**config.mk**
```make
export PLATFORM = sky130hd
export DESIGN_NAME = mmio_bus_ctrl
export DESIGN_NICKNAME = d
export VERILOG_FILES = /design/src/rtl/mmio_pkg.sv /design/src/rtl/mmio_region_match.sv /design/src/rtl/mmio_bus_ctrl.sv
export SDC_FILE = /design/constraint.sdc
export NUM_CORES = 1
export LEC_CHECK = 0
export BUFFER_PORTS_ARGS = -buffer_cell sky130_fd_sc_hd__buf_4
export CAP_MARGIN = 40
export CORE_MARGIN = 4
export CORE_UTILIZATION = 30
export DETAILED_ROUTE_END_ITERATION = 7
export SETUP_SLACK_MARGIN = 0.2
export SYNTH_ARGS = -nofsm -noshare
export SYNTH_HDL_FRONTEND = slang
export SYNTH_SLANG_ARGS = --single-unit
```
**constraint.sdc**
```tcl
create_clock -name clk -period 3.3 [get_ports clk]
set_clock_uncertainty 0.2 [all_clocks]
set_input_delay 0.33 -clock clk [delete_from_list [all_inputs] [get_ports clk]]
set_output_delay 0.33 -clock clk [all_outputs]
set_load 0.03 [all_outputs]
```
**src/rtl/mmio_pkg.sv**
```systemverilog
// Shared types and default memory map for the MMIO bus controller.
// Region order: 0=RAM, 1=PS2, 2=VRAM, 3=misc peripheral window.
package mmio_pkg;

  typedef enum logic [1:0] {
    IDLE   = 2'd0,
    ACCESS = 2'd1,
    RESP   = 2'd2
  } state_t;

  localparam int          DEF_NUM_REGIONS = 4;
  localparam logic [31:0] DEF_REGION_BASE [DEF_NUM_REGIONS] =
    '{32'h0000_0000, 32'h0000_4000, 32'h0000_8000, 32'h0001_0000};
  localparam int          DEF_REGION_LOG2 [DEF_NUM_REGIONS] = '{14, 2, 15, 4};
  localparam logic [31:0] DEF_ERR_DATA = 32'hDEAD_BEEF;

  // Index width that stays legal for a single-region map.
  function automatic int idx_w(input int n);
    return (n > 1) ? $clog2(n) : 1;
  endfunction

endpackage

```
**src/rtl/mmio_region_match.sv**
```systemverilog
// Combinational address decoder: compares an address against every window and
// returns the lowest-index hit as one-hot, as an index, and as a window offset.
module mmio_region_match
  import mmio_pkg::*;
#(
  parameter int                NUM_REGIONS = DEF_NUM_REGIONS,
  parameter int                ADDR_W      = 32,
  parameter logic [ADDR_W-1:0] REGION_BASE [NUM_REGIONS] = DEF_REGION_BASE,
  parameter int                REGION_LOG2 [NUM_REGIONS] = DEF_REGION_LOG2,
  localparam int               IW          = idx_w(NUM_REGIONS)
) (
  input  logic [ADDR_W-1:0]      i_addr,
  output logic [NUM_REGIONS-1:0] o_hit,
  output logic                   o_found,
  output logic [IW-1:0]          o_idx,
  output logic [ADDR_W-1:0]      o_offset
);

  logic [NUM_REGIONS-1:0] w_raw_hit;

  generate
    for (genvar gi = 0; gi < NUM_REGIONS; gi++) begin : g_cmp
      assign w_raw_hit[gi] =
        (i_addr >> REGION_LOG2[gi]) == (REGION_BASE[gi] >> REGION_LOG2[gi]);
    end
  endgenerate

  // Scan from the top down so the lowest matching index is the one kept.
  always_comb begin
    o_hit    = '0;
    o_found  = 1'b0;
    o_idx    = '0;
    o_offset = '0;
    for (int i = NUM_REGIONS - 1; i >= 0; i--) begin
      if (w_raw_hit[i]) begin
        o_hit    = '0;
        o_hit[i] = 1'b1;
        o_found  = 1'b1;
        o_idx    = IW'(i);
        o_offset = i_addr - REGION_BASE[i];
      end
    end
  end

endmodule

```
**src/rtl/mmio_bus_ctrl.sv**
```systemverilog
// Sequential memory-map controller: decodes a core request onto one of
// NUM_REGIONS slaves, waits for ready with a timeout, and latches faults.
module mmio_bus_ctrl
  import mmio_pkg::*;
#(
  parameter int                NUM_REGIONS = DEF_NUM_REGIONS,
  parameter int                ADDR_W      = 32,
  parameter int                DATA_W      = 32,
  parameter logic [ADDR_W-1:0] REGION_BASE [NUM_REGIONS] = DEF_REGION_BASE,
  parameter int                REGION_LOG2 [NUM_REGIONS] = DEF_REGION_LOG2,
  parameter int                TIMEOUT     = 16,
  parameter logic [DATA_W-1:0] ERR_DATA    = DEF_ERR_DATA
) (
  input  logic                          clk,
  input  logic                          reset,
  input  logic                          cpu_req,
  input  logic                          cpu_we,
  input  logic [ADDR_W-1:0]             cpu_addr,
  input  logic [DATA_W-1:0]             cpu_wdata,
  output logic                          cpu_busy,
  output logic                          cpu_done,
  output logic                          cpu_err,
  output logic [DATA_W-1:0]             cpu_rdata,
  output logic [NUM_REGIONS-1:0]        slv_sel,
  output logic                          slv_we,
  output logic [ADDR_W-1:0]             slv_addr,
  output logic [DATA_W-1:0]             slv_wdata,
  input  logic [NUM_REGIONS*DATA_W-1:0] slv_rdata,
  input  logic [NUM_REGIONS-1:0]        slv_ready,
  output logic                          fault_valid,
  output logic [ADDR_W-1:0]             fault_addr,
  input  logic                          fault_clr
);

  localparam int IW = idx_w(NUM_REGIONS);
  localparam int TW = $clog2(TIMEOUT);

  state_t r_state;
  state_t w_state_next;

  logic                   r_we;
  logic [ADDR_W-1:0]      r_addr;
  logic [ADDR_W-1:0]      r_offset;
  logic [DATA_W-1:0]      r_wdata;
  logic [IW-1:0]          r_idx;
  logic [NUM_REGIONS-1:0] r_sel;
  logic [TW-1:0]          r_timer;
  logic                   r_err;
  logic [DATA_W-1:0]      r_rdata;
  logic                   r_fault_valid;
  logic [ADDR_W-1:0]      r_fault_addr;

  logic [NUM_REGIONS-1:0] w_hit;
  logic                   w_found;
  logic [IW-1:0]          w_idx;
  logic [ADDR_W-1:0]      w_offset;
  logic                   w_sel_ready;
  logic [DATA_W-1:0]      w_sel_rdata;
  logic                   w_accept;
  logic                   w_miss;
  logic                   w_ack;
  logic                   w_timeout;
  logic                   w_fault;
  logic [ADDR_W-1:0]      w_fault_addr;

  mmio_region_match #(
    .NUM_REGIONS (NUM_REGIONS),
    .ADDR_W      (ADDR_W),
    .REGION_BASE (REGION_BASE),
    .REGION_LOG2 (REGION_LOG2)
  ) u_match (
    .i_addr   (cpu_addr),
    .o_hit    (w_hit),
    .o_found  (w_found),
    .o_idx    (w_idx),
    .o_offset (w_offset)
  );

  // Only the latched slave's ready/data are ever looked at.
  assign w_sel_ready = slv_ready[r_idx];
  assign w_sel_rdata = slv_rdata[int'(r_idx)*DATA_W +: DATA_W];

  always_ff @(posedge clk) begin
    if (reset) r_state <= IDLE;
    else       r_state <= w_state_next;
  end

  always_comb begin
    w_state_next = r_state;
    w_accept     = 1'b0;
    w_miss       = 1'b0;
    w_ack        = 1'b0;
    w_timeout    = 1'b0;
    case (r_state)
      IDLE: begin
        if (cpu_req) begin
          if (w_found) begin
            w_state_next = ACCESS;
            w_accept     = 1'b1;
          end else begin
            w_state_next = RESP;
            w_miss       = 1'b1;
          end
        end
      end
      ACCESS: begin
        if (w_sel_ready) begin
          w_state_next = RESP;
          w_ack        = 1'b1;
        end else if (r_timer == TW'(TIMEOUT - 1)) begin
          w_state_next = RESP;
          w_timeout    = 1'b1;
        end
      end
      RESP:    w_state_next = IDLE;
      default: w_state_next = IDLE;
    endcase
  end

  assign w_fault      = w_miss | w_timeout;
  assign w_fault_addr = w_miss ? cpu_addr : r_addr;

  always_ff @(posedge clk) begin
    if (reset) begin
      r_we          <= 1'b0;
      r_addr        <= '0;
      r_offset      <= '0;
      r_wdata       <= '0;
      r_idx         <= '0;
      r_sel         <= '0;
      r_timer       <= '0;
      r_err         <= 1'b0;
      r_rdata       <= '0;
      r_fault_valid <= 1'b0;
      r_fault_addr  <= '0;
    end else begin
      if (w_accept) begin
        r_we     <= cpu_we;
        r_addr   <= cpu_addr;
        r_offset <= w_offset;
        r_wdata  <= cpu_wdata;
        r_idx    <= w_idx;
        r_sel    <= w_hit;
        r_timer  <= '0;
      end else if (r_state == ACCESS) begin
        r_timer <= r_timer + 1'b1;
      end

      if (w_fault) begin
        r_err   <= 1'b1;
        r_rdata <= ERR_DATA;
      end else if (w_ack) begin
        r_err <= 1'b0;
        if (!r_we) r_rdata <= w_sel_rdata;
      end

      // A new fault beats a simultaneous clear so it is never lost.
      if (w_fault && (!r_fault_valid || fault_clr)) begin
        r_fault_valid <= 1'b1;
        r_fault_addr  <= w_fault_addr;
      end else if (fault_clr) begin
        r_fault_valid <= 1'b0;
      end
    end
  end

  assign cpu_busy    = (r_state != IDLE);
  assign cpu_done    = (r_state == RESP);
  assign cpu_err     = (r_state == RESP) & r_err;
  assign cpu_rdata   = r_rdata;
  assign slv_sel     = (r_state == ACCESS) ? r_sel : '0;
  assign slv_we      = (r_state == ACCESS) & r_we;
  assign slv_addr    = r_offset;
  assign slv_wdata   = r_wdata;
  assign fault_valid = r_fault_valid;
  assign fault_addr  = r_fault_addr;

endmodule
```
Word-level counts from Yosys, hierarchy flattened --
Index checks and enable logic that the tools add are counted.
Storage, ports and cells: flip-flop bits (word level) 175, input bits 201, word-level logic and storage cells 88
Cells by class: $add $sub $neg 4, $lt $le $gt $ge 1, eq/ne operators 9, shift-type cells 1, muxes and demuxes 43, bitwise operators 4, reduce and logical (&&, ||, !) cells 13
Operator list (number):
- 2-to-1 mux 32 bit | 8
- indexed part select 128 x 8 -> 32 bit | 1
- logical NOT 32 bit | 1
- subtractor 32 x 15 -> 32 bit (second input constant) | 1
- subtractor 32 x 16 -> 32 bit (second input constant) | 1
- subtractor 32 x 17 -> 32 bit (second input constant) | 1
- equality test 30 x 13 -> 1 bit (second input constant) | 1
- equality test 28 x 13 -> 1 bit (second input constant) | 1
- 2-to-1 mux 1 bit | 20
- 2-to-1 mux 4 bit | 5
- equality test 17 x 1 -> 1 bit (second input constant) | 1
- 2-to-1 mux 2 bit | 8
- AND reduction 2 bit | 3
- nonzero test 2 bit | 3
- adder 4 x 1 -> 4 bit (second input constant) | 1
- equality test 4 bit (second input constant) | 1
- one-hot mux 2 bit (2 select lines) | 1
- OR reduction 2 bit | 2
- < comparator 2 x 3 -> 1 bit (second input constant) | 1
- != test 3 bit (second input constant) | 1
- bitwise AND 1 bit | 2
- binary-select mux 1 bit (select 2 bit) | 1
- equality test 2 x 1 -> 1 bit (second input constant) | 1
- equality test 2 bit (second input constant) | 1
- 8 further kinds | 8

Longest topological paths before layout --
Gate-level depths: netlist of run 1.
depth in word-level cells 11, mapped depth 12, depth with buffers taken out 8

Cells and area by module --
Synthesis of run 1 repeated with hierarchy kept, for this count alone.
Unflattened totals: cells, all modules 882, area total of the unflattened synthesis 8137.8 µm²
Modules (own cells, without submodules):
- mmio_bus_ctrl | times used 1, cells each 772, area each 7254.5 µm², seq. area each 3503.4 µm²
- mmio_region_match | times used 1, cells each 110, area each 883.3 µm², seq. area each 0.0 µm²

Worst setup path before layout of run 1 --
OpenSTA, ideal clock, no wires.
kind input -> register, start input cpu_addr[17], end register r_offset[0], in the netlist slv_addr[0], setup time 132 ps, data arrival time 2469 ps, data required time 2968 ps, slack 499 ps, stages on the path 12, buffers on the path 4, cell sequence clkbuf_1 > inv_1 > ha_1 > or4bb_1 > a21oi_2 > a211oi_1 > or3_1 > buf_2 > buf_6 > buf_6 > nand2_1 > a21oi_1
Between the ends: longest elaborated chain between the ends 8, elaborated cells between the ends (all ways) 15, classes of those cells eq/ne: 3; mux: 11; reduce/logical: 1
Ends and longest elaborated chain:
- start, declared | line mmio_bus_ctrl.sv:18 | input logic [ADDR_W-1:0] cpu_addr,
- equality test 28 x 13 -> 1 bit | line mmio_region_match.sv:24 | (i_addr >> REGION_LOG2[gi]) == (REGION_BASE[gi] >> REGION_LOG2[gi]);
- 2-to-1 mux 1 bit (4 in series) | line mmio_region_match.sv:35 | if (w_raw_hit[i]) begin
- 2-to-1 mux 1 bit | line mmio_bus_ctrl.sv:97 | if (w_found) begin
- 2-to-1 mux 1 bit | line mmio_bus_ctrl.sv:96 | if (cpu_req) begin
- 2-to-1 mux 1 bit | line mmio_bus_ctrl.sv:94 | case (r_state)
- end signal, assigned | line mmio_bus_ctrl.sv:140 | r_offset <= w_offset;
- end, declared | line mmio_bus_ctrl.sv:43 | logic [ADDR_W-1:0] r_offset;
Several ways; a longest one is shown, not always the timed one. A chain may end at the register's enable or synchronous reset.

Worst setup path in the final report of run 1 --
start input cpu_addr[15], end register r_rdata[14], in the netlist cpu_rdata[14]
Between the ends: longest elaborated chain between the ends 10, elaborated cells between the ends (all ways) 13, classes of those cells eq/ne: 3; mux: 7; bitwise: 1; reduce/logical: 2
Ends and longest elaborated chain:
- equality test 28 x 13 -> 1 bit | line mmio_region_match.sv:24
- 2-to-1 mux 1 bit (3 in series) | line mmio_region_match.sv:35
- 2-to-1 mux 1 bit (*) | line mmio_region_match.sv:35
- 2-to-1 mux 1 bit (*) | line mmio_bus_ctrl.sv:97
- 2-to-1 mux 1 bit (*) | line mmio_bus_ctrl.sv:96
- 2-to-1 mux 1 bit (*) | line mmio_bus_ctrl.sv:94
- OR 1 bit (*) | line mmio_bus_ctrl.sv:120 | assign w_fault = w_miss | w_timeout;
- OR reduction 2 bit (no source line) (*)
- end signal, assigned | line mmio_bus_ctrl.sv:154 | if (!r_we) r_rdata <= w_sel_rdata;
- end, declared | line mmio_bus_ctrl.sv:49 | logic [DATA_W-1:0] r_rdata;
Every way passes the cells marked *; elsewhere a longest branch is shown, timed or not.

==> results of run 1 <==
==> state kept, by name, summed over array words and instances, names as in the netlist <==
signal,count
r_err,1
r_timer,4
slv_addr,32
fault_valid,1
r_we,1
r_state,2
slv_wdata,32
r_sel,4
fault_addr,32
cpu_rdata,32
r_idx,2
r_addr,32
==> through the flow <==
| stage | util, % | power (uW) | setup WS [ns] |
|---|---|---|---|
| after floorplan | - | 2590 | 0.499 |
| after global placement | 41.7 | 2960 | 0.246 |
| after detailed placement | 41.7 | 2970 | 0.207 |
| after CTS | 46.5 | 5100 | 0.218 |
| after global routing | 46.5 | 5230 | 0.202 |
| final | 46.5 | 5030 | 0.355 |
==> layout by cell type (no fill, tap or decap), types with 4 or more instances in the layout <==
master	count
o221a_1	7
ha_1	10
buf_12	4
and3_1	19
nand4_1	4
buf_4	358
nand3_1	11
clkbuf_16	17
dlygate4sd3_1	59
a21o_1	15
a31oi_1	26
inv_1	6
nand2_1	199
o221a_2	25
nor2_1	78
nor4_1	7
and2_1	8
nor3_1	5
dfxtp_1	174
mux4_2	33
o21ai_0	4
a21oi_1	88
==> power breakdown <==
part	internal [uW]	switching, uW	total, uW
Clock	1150	904	2060
Combinational	386	372	757
Sequential	2180	41.0	2220
==> logic make-up (layout without fill, tap and decap cells) <==
logic type	Yosys count	count (layout)	synth area share (%)
AOI/OAI and AO/OA	190	190	17.1
xor gates and xnor gates	4	4	0.460
adders and majority gates	10	10	1.64
buffers and inverters	75	461	4.92
DFF	175	175	46.0
muxes	35	35	10.0
and+or+nand+nor	349	349	19.9
==> worst reg2reg max path: stages, from the launching register on <==
cell	delay, ns
dfxtp_2	0.34
mux4_2	0.54
nor3_1	0.23
a21oi_1	0.08
o31a_1	0.16
nor2b_4	0.42
buf_12	0.23
o221a_2	0.20
==> worst min path at each step <==
stage / slack (ns) / end / from
floorplan: 0.22 / r_sel[3] / r_sel[3]
global placement: 0.23 / r_sel[3] / r_sel[3]
detailed placement: 0.23 / r_sel[3] / r_sel[3]
CTS: 0.02 / slv_addr[3] / cpu_addr[3]
global route: 0.03 / r_addr[3] / cpu_addr[3]
finish: 0.03 / r_addr[3] / cpu_addr[3]
==> final cells by class <==
| cell class | instances | area [um2] |
|---|---|---|
| flip-flops and latches | 175 | 3500 |
| clock inverters | 13 | 153 |
| inverters | 7 | 26.3 |
| multi-input cells | 588 | 3770 |
| clock buffers | 18 | 439 |
| fillers | 2421 | 13400 |
| repair buffers | 423 | 3380 |
| well taps | 330 | 413 |
==> layer usage <==
layer	vias up	track usage [%]	wire [um]
li1	3714	-	-
met1	3524	22.5	11100
met2	290	33.7	14000
met3	24	5.90	2200
met4	0	4.23	321
met5	-	0	0
==> what timing repair did <==
item / 4_1_cts / 5_1_grt
endpoints found under the setup margin: 0 / 133
endpoints found under the hold margin: 81 / 0
hold buffers: 59 / 0
gates resized for setup: 0 / 6
==> flow_summary.toml, run 1 <==
[logic_synthesis]
synthTopCellsByCount = "199 x nand2_1, 175 x dfxtp_1, 88 x a21oi_1"
synth_edf_count = 0
async_flop_share_pct = 0
ys_ff_latch = 175
synth.most_common_cell = "nand2_1"
syn_area_um2 = 7620
avgSynthCellArea_um2 = 9.10
ys.flop_type = "dfxtp_1"
synth_warnings = 0
synth_cells = 838
synth_fp_nets = 1049
seq_area_frac_synth_pct = 46.0
synth_top_area_share_pct = 46.0
synth.largest_area_cell = "dfxtp_1"
synth_cell_types = 55
synth.area.top_cells = "dfxtp_1 46%, nand2_1 9.8%, mux4_2 9.8%"

[critical_path]
crit_fanout = 27
cp-end-kind = "flop"
arrival_ns = 3.09
cp_slowest_cell = "dlygate4sd3_1"
crit_buf_inv = 4
endpoint = "cpu_rdata[14]"
timing.rr.end = "fault_addr[15]"
path_class = "primary input to flop"
worst_r2r_startpoint = "r_idx[0]"
r2r_slack_ns = 0.85
slowest_delay_ns = 0.54
cp_cell_sequence = "dlygate4sd3_1 -> buf_4 -> inv_2 -> ha_1 -> or4bb_4 -> a21oi_2 -> and2_1 -> o31a_1 -> buf_6 -> nand2_1 -> a21oi_1"
startpoint = "cpu_addr[15]"
required_ns = 3.44
path_depth = 11
critical-path-top-delay-family = "buffers and inverters"
startpoint_type = "primary input"
ff2ff_path_depth = 7

[clock_network]
cts_buffers = 17
cts_tree = "built"
insertion_delay_ns = 0.42
cts_root_buf = "clkbuf_16"
cts.sinks = 175
clkTransAtPathRegs_ns = 0.07
cts_setup_buffers = 0
clock_path_buffers = 2
cts.htree.levels = 4

[power]
powerDensity_nw_per_um2 = 431
leakage_uw = 0.00515
ir_drop_v = 0.000303

[place]
place.gp.congestion = 0.939
hpwl_mm = 20.4
place_inst = 1464
dpl-instance-area_um2 = 10500
io_buffer_count = 337

[timing]
period_needed_ns = 2.94
finalCritPeriodShare_pct = 89.2
hold_violations = 0
whs_ns = 0.0347
setup_tns_ns = 0
rsz0062_at_grt = "no"
worst_slew_pin_slew_ns = 0.790
drv_slew = 0
setup_viol = 0
slew_headroom_pct = 47.3
fmax_mhz = 340

[detailed_routing]
avgViaCountPerCell = 4.86
detail_route.drc_violations = 0
drtAntennaViolNets = 0
dr.pass1.iters = 5
drt_iter0_drc = 449
via_count = 7552
wl_mm = 27.6
wl_per_cell_um = 17.7

[run]
maxCapViolCount = 0

[die]
die_area_um2 = 28000
die_y_um = 167
ios = 338
rows = 58
die_w_um = 167
coreArea_um2 = 25100
initial_core_util_pct = 30.4

[final_layout]
areaGrowthSynthToFinish_pct = 53.3
fin_cells = 1554
fin_area_um2 = 11700
nets = 1423
num_antenna_cells = 0
drive_above_1_share_pct = 38.1

[status]
status = "finished clean"

[global_routing]
grt_use_total_pct = 19.0
antenna_found_initial = 0
grt_pass1_vias = 7676
grt_max_degree = 70
grt_pass1_wl_mm = 42.7
overflow = 0

[hold_path]
hold_path.class = "primary input to flop"
hold-path-cell-count = 3
(Power assumes the default switching activity.)
==> inputs of run 2 (changes only) <==
- ABC_AREA: default -> 1
==> run 2 against run 1 <==
- sequential cell count is the same
- via count grew 21%
- largest power group unchanged
- sequential share of layout area shrank 1.4 points
==> flow_summary.toml, run 2 <==
[timing]
slew_headroom_pct = 59.8
setup_viol = 0
finalCritPeriodShare_pct = 87.5
period_needed_ns = 2.89
rsz0062_at_grt = "no"
hold_violations = 0
setup_tns_ns = 0
fmax_mhz = 346
worst_slew_pin_slew_ns = 0.603
drv_slew = 0

[power]
leakage_uw = 0.00601
ir_drop_v = 0.000337
finalPower_uw = 5000
powerDensity_nw_per_um2 = 408

[final_layout]
areaGrowthSynthToFinish_pct = 45.5
fin_cells = 1976
drive_above_1_share_pct = 26.9
mostFrequentLayoutCells = "354 x buf_4, 296 x nand2_1, 206 x nor2_1"
final_common_cell = "buf_4"
nets = 1795
fillers = 2901

[clock_network]
clkTransAtPathRegs_ns = 0.08
cts_tree = "built"
insertion_delay_ns = 0.42
cts.sinks = 175
cts.htree.levels = 4
cts_root_buf = "clkbuf_16"
cts_buffers = 17
clock_path_buffers = 2

[logic_synthesis]
synth_top_area_share_pct = 41.5
synth_fp_nets = 1453
avgSynthCellArea_um2 = 6.79
synthTopCellsByCount = "296 x nand2_1, 206 x nor2_1, 175 x dfxtp_1"
syn_area_um2 = 8430
ys.flop_type = "dfxtp_1"
seq_area_frac_synth_pct = 41.5
synth_cell_types = 34
async_flop_share_pct = 0
synth_edf_count = 0
synth_cells = 1242
synth_warnings = 0
ys_ff_latch = 175
synth.most_common_cell = "nand2_1"
synth.area.top_cells = "dfxtp_1 42%, nand2_1 13%, nor2_1 9.2%"
synth.largest_area_cell = "dfxtp_1"

[status]
status = "finished clean"

[place]
hpwl_mm = 22.2
place.gp.congestion = 0.892
io_buffer_count = 337
place_inst = 1899

[critical_path]
crit_buf_inv = 5
startpoint_type = "primary input"
cp_cell_sequence = "dlygate4sd3_1 -> buf_4 -> inv_1 -> ha_1 -> nand2_1 -> nor2_2 -> nand2_1 -> nor2_1 -> nor2_2 -> nand2_4 -> nand2_4 -> buf_4 -> nand2_1 -> buf_4 -> o21ai_0"
slowest_delay_ns = 0.54
crit_fanout = 27
cp_slowest_cell = "dlygate4sd3_1"
arrival_ns = 2.98
critical-path-top-delay-family = "buffers and inverters"
path_class = "primary input to flop"
cp-end-kind = "flop"
required_ns = 3.39

[global_routing]
antenna_found_initial = 0
grt_pass1_wl_mm = 46.0
grt_use_total_pct = 18.4
grt_max_degree = 65
grt_pass1_vias = 8649
overflow = 0

[detailed_routing]
avgViaCountPerCell = 4.62
wl_per_cell_um = 15.1
via_count = 9136
dr.pass1.iters = 5
drt_iter0_drc = 508
drtAntennaViolNets = 0
wl_mm = 29.9
detail_route.drc_violations = 0

[die]
die_area_um2 = 30900
ios = 338
initial_core_util_pct = 30.4
rows = 61
coreArea_um2 = 27800
die_w_um = 176
die_y_um = 176

[run]
maxCapViolCount = 0

[hold_path]
hold_path.class = "primary input to flop"
-- run 2: changes by cell type in the layout (fill, tap and decap cells not counted), moves of 31 or more --
cell | before | now
nand2_1 | 199 | 296
nand3_1 | 11 | 97
inv_1 | 6 | 130
mux4_2 | 33 | 0
o21ai_0 | 4 | 144
o221ai_1 | 0 | 31
nor2_1 | 78 | 206
a21oi_1 | 88 | 5
-- run 2: per-stage QoR --
stage | setup slack [ns] | hold WS, ns | utilization [%] | instance area (um2)
6_report | 0.414 | 0.0234 | 44.2 | 12300
5_1_grt | 0.212 | 0.00909 | 44.1 | 12300
4_1_cts | 0.395 | 0.00333 | 44.1 | 12300
3_5_place_dp | 0.469 | 0.218 | 40.3 | 11200
3_3_place_gp | 0.584 | 0.215 | 40.3 | 11200
2_1_floorplan | 1.14 | 0.208 | - | 8430
-- run 2: per-layer routing --
metal | up-vias | wire [um] | GRT usage (%)
met3 | 35 | 2450 | 5.51
met1 | 4149 | 12000 | 21.8
li1 | 4642 | - | -
met4 | 0 | 719 | 6.01
met5 | - | 0 | 0
met2 | 310 | 14700 | 31.9
-- run 2: worst paths after layout --
check	start	end	slack [ns]	depth (start not counted)
min reg2reg	r_addr[28]	r_addr[28]	0.23	2
max	cpu_addr[15]	r_idx[1]	0.41	15
max reg2reg	r_idx[0]	cpu_rdata[2]	0.68	12
min	cpu_addr[9]	r_addr[9]	0.02	3
-- run 2: final cells by class --
type | instances | area, um2 | share of cell area (%)
clock buffers | 17 | 425 | 3.47
diodes | 1 | 2.50 | 0.0204
clock inverters | 15 | 188 | 1.53
multi-input cells | 857 | 4050 | 33.0
repair buffers | 399 | 3120 | 25.4
flip-flops and latches | 175 | 3500 | 28.6
inverters | 134 | 509 | 4.15
well taps | 378 | 473 | 3.86
-- run 2: cell families after synthesis --
| group | count (synthesis) | share of synthesized area, % |
|---|---|---|
| fa+ha+maj | 10 | 1.48 |
| xor+xnor | 5 | 0.519 |
| buf+inv | 210 | 10.5 |
| flops | 175 | 41.5 |
| compound gates | 215 | 15.2 |
| simple gates | 627 | 30.8 |
-- run 2: power breakdown --
part | internal, uW | switching (uW)
Clock | 1030 | 1020
Combinational | 339 | 403
Sequential | 2170 | 31.9
Total | 3540 | 1460
-- run 2: repair_timing --
item	4_1_cts	5_1_grt
endpoints found under the hold margin	52	0
setup buffers	0	0
hold buffers	44	0
resized for setup	0	1
endpoints found under the setup margin	0	8
-- run 2: tightest hold or removal path: stages --
cell and delay, ns:
buf_4 0.09, inv_1 0.08, o21ai_2 0.13
==> inputs of run 3 (changes only) <==
--- a/config.mk
+++ b/config.mk
@@ -10,6 +10,7 @@
 export CAP_MARGIN = 40
 export CORE_MARGIN = 4
-export CORE_UTILIZATION = 30
+export CORE_UTILIZATION = 49
 export DETAILED_ROUTE_END_ITERATION = 7
+export PLACE_DENSITY = 0.81
 export SETUP_SLACK_MARGIN = 0.2
 export SYNTH_ARGS = -nofsm -noshare
==> constraint.sdc (replaced) <==
create_clock -name clk -period 3.3 [get_ports clk]
set_clock_uncertainty 0.2 [all_clocks]
set_input_delay 0.33 -clock clk [delete_from_list [all_inputs] [get_ports clk]]
set_output_delay 0.33 -clock clk [all_outputs]
set_load 0.05 [all_outputs]
==> run 3 against run 2 <==
- clock power down 4%
- first-iteration DRC count up 13%
- wire length down 2.4%
- sequential cell count unchanged
- sequential share of layout area up 0.58 points
- clock-buffer cell count up 3
- die area down 37%
- global-route usage up 11 points
- largest cell class unchanged
- critical path type unchanged
- worst hold slack worse by 0.0099 ns
==> flow_summary.toml, run 3 (synthesis results as in run 2) <==
[timing]
setup_tns_ns = 0
finalCritPeriodShare_pct = 84.9
fmax_mhz = 357
period_needed_ns = 2.80
hold_violations = 0
rsz0062_at_grt = "no"
whs_ns = 0.0135
worst_slew_pin_slew_ns = 0.613
slew_headroom_pct = 59.1
setup_viol = 0
drv_slew = 0
setup_ws_ns = 0.500

[detailed_routing]
via_count = 9328
wl_per_cell_um = 16.1
wl_mm = 29.2
dr.pass1.iters = 5
avgViaCountPerCell = 5.15
drtAntennaViolNets = 0
drt_iter0_drc = 573
detail_route.drc_violations = 0

[die]
die_area_um2 = 19400
die_y_um = 139
die_w_um = 139
initial_core_util_pct = 50.5
rows = 47
ios = 338
coreArea_um2 = 16700

[global_routing]
met3_usage_pct = 7.69
grt_max_degree = 55
antenna_found_initial = 0
grt_pass1_vias = 8795
grt.met2_usage_pct = 50.4
grt_util_met1_pct = 34.4
grt_use_total_pct = 29.1
grt.busiest_layer = "met2"
grt_pass1_wl_mm = 45.9
overflow = 0

[clock_network]
cts_root_buf = "clkbuf_16"
cts.htree.levels = 4
cts_buffers = 17
cts_setup_buffers = 0
clock_path_buffers = 2
cts.sinks = 175
insertion_delay_ns = 0.42
clkTransAtPathRegs_ns = 0.06
cts_tree = "built"

[critical_path]
cp_cell_sequence = "dlygate4sd3_1 -> buf_4 -> inv_1 -> nand2_1 -> nor2_1 -> nand3_1 -> nor2_4 -> nor2_4 -> nand3_2 -> nand2_2 -> clkinv_2 -> nand2_1 -> nor2_1"
critical-path-top-delay-family = "simple AND/OR/NAND/NOR gates"
path_depth = 13
timing.rr.end = "cpu_rdata[14]"
cp_slowest_cell = "dlygate4sd3_1"
crit_buf_inv = 4
r2r_slack_ns = 0.71
arrival_ns = 2.95
worst_r2r_startpoint = "r_state[0]"
path_class = "primary input to flop"
startpoint = "cpu_addr[9]"
slowest_delay_ns = 0.54
startpoint_type = "primary input"
cp-end-kind = "flop"
ff2ff_path_depth = 9
endpoint = "cpu_rdata[14]"
required_ns = 3.45
crit_fanout = 27

[run]
maxCapViolCount = 0

[power]
leakage_uw = 0.00598
powerDensity_nw_per_um2 = 417
ir_drop_v = 0.000315

[final_layout]
areaGrowthSynthToFinish_pct = 42.6
fin_cells = 1812
nets = 1790
final_common_cell = "buf_4"
drive_above_1_share_pct = 26.8
num_antenna_cells = 0
mostFrequentLayoutCells = "351 x buf_4, 296 x nand2_1, 206 x nor2_1"

[place]
hpwl_mm = 21.6
place.gp.congestion = 0.953
io_buffer_count = 337
place_inst = 1741
place_ws_ns = 0.355

[status]
status = "finished clean"

[hold_path]
hold_path.class = "primary input to flop"
[run 3: per-stage QoR]
| stage | power [uW] | area, um2 | utilization (%) |
|---|---|---|---|
| 3_3_place_gp | 3040 | 11000 | 66.2 |
| 3_5_place_dp | 3050 | 11000 | 66.2 |
| 2_1_floorplan | 2690 | 8430 | - |
| 6_report | 5020 | 12000 | 72.0 |
| 4_1_cts | 5050 | 12000 | 72.0 |
| 5_1_grt | 5210 | 12000 | 72.0 |
[run 3: area by class of cell]
type,instances,area (um2)
multi-input cells,857,4050
clock inverters,12,134
fillers,1367,4680
well taps,220,275
repair buffers,394,3110
flip-flops and latches,175,3500
clock buffers,20,447
inverters,134,509
[run 3: repair_timing]
action | in CTS | in global routing
hold buffers | 39 | 0
gates resized for setup | 0 | 1
endpoints found under the hold margin | 41 | 0
setup endpoints to repair | 0 | 7
[run 3: power breakdown]
group	internal (uW)	total [uW]	switching, uW	leakage, uW
clock	1140	1970	831	0.000281
sequential	2170	2200	32.7	0.00142
combinational	342	841	499	0.00428
total	3650	5020	1360	0.00598
[run 3: layer usage]
| metal | wire length (um) | share of wire (%) |
|---|---|---|
| met1 | 11600 | 40 |
| met3 | 2010 | 6.9 |
| met5 | 0 | 0 |
| met4 | 1030 | 3.5 |
| met2 | 14500 | 50 |
[run 3: worst min-delay path by stage]
stage                             to  cells past startpoint  slack, ns    startpoint
after detailed placement  r_addr[23]                      2       0.22    r_addr[23]
final                     r_state[1]                      2       0.01         reset
after global routing      r_state[1]                      2      0.005         reset
after global placement    r_addr[24]                      2       0.21    r_addr[24]
after CTS                 r_addr[11]                      3      0.002  cpu_addr[11]
after floorplan           r_addr[18]                      2       0.21    r_addr[18]
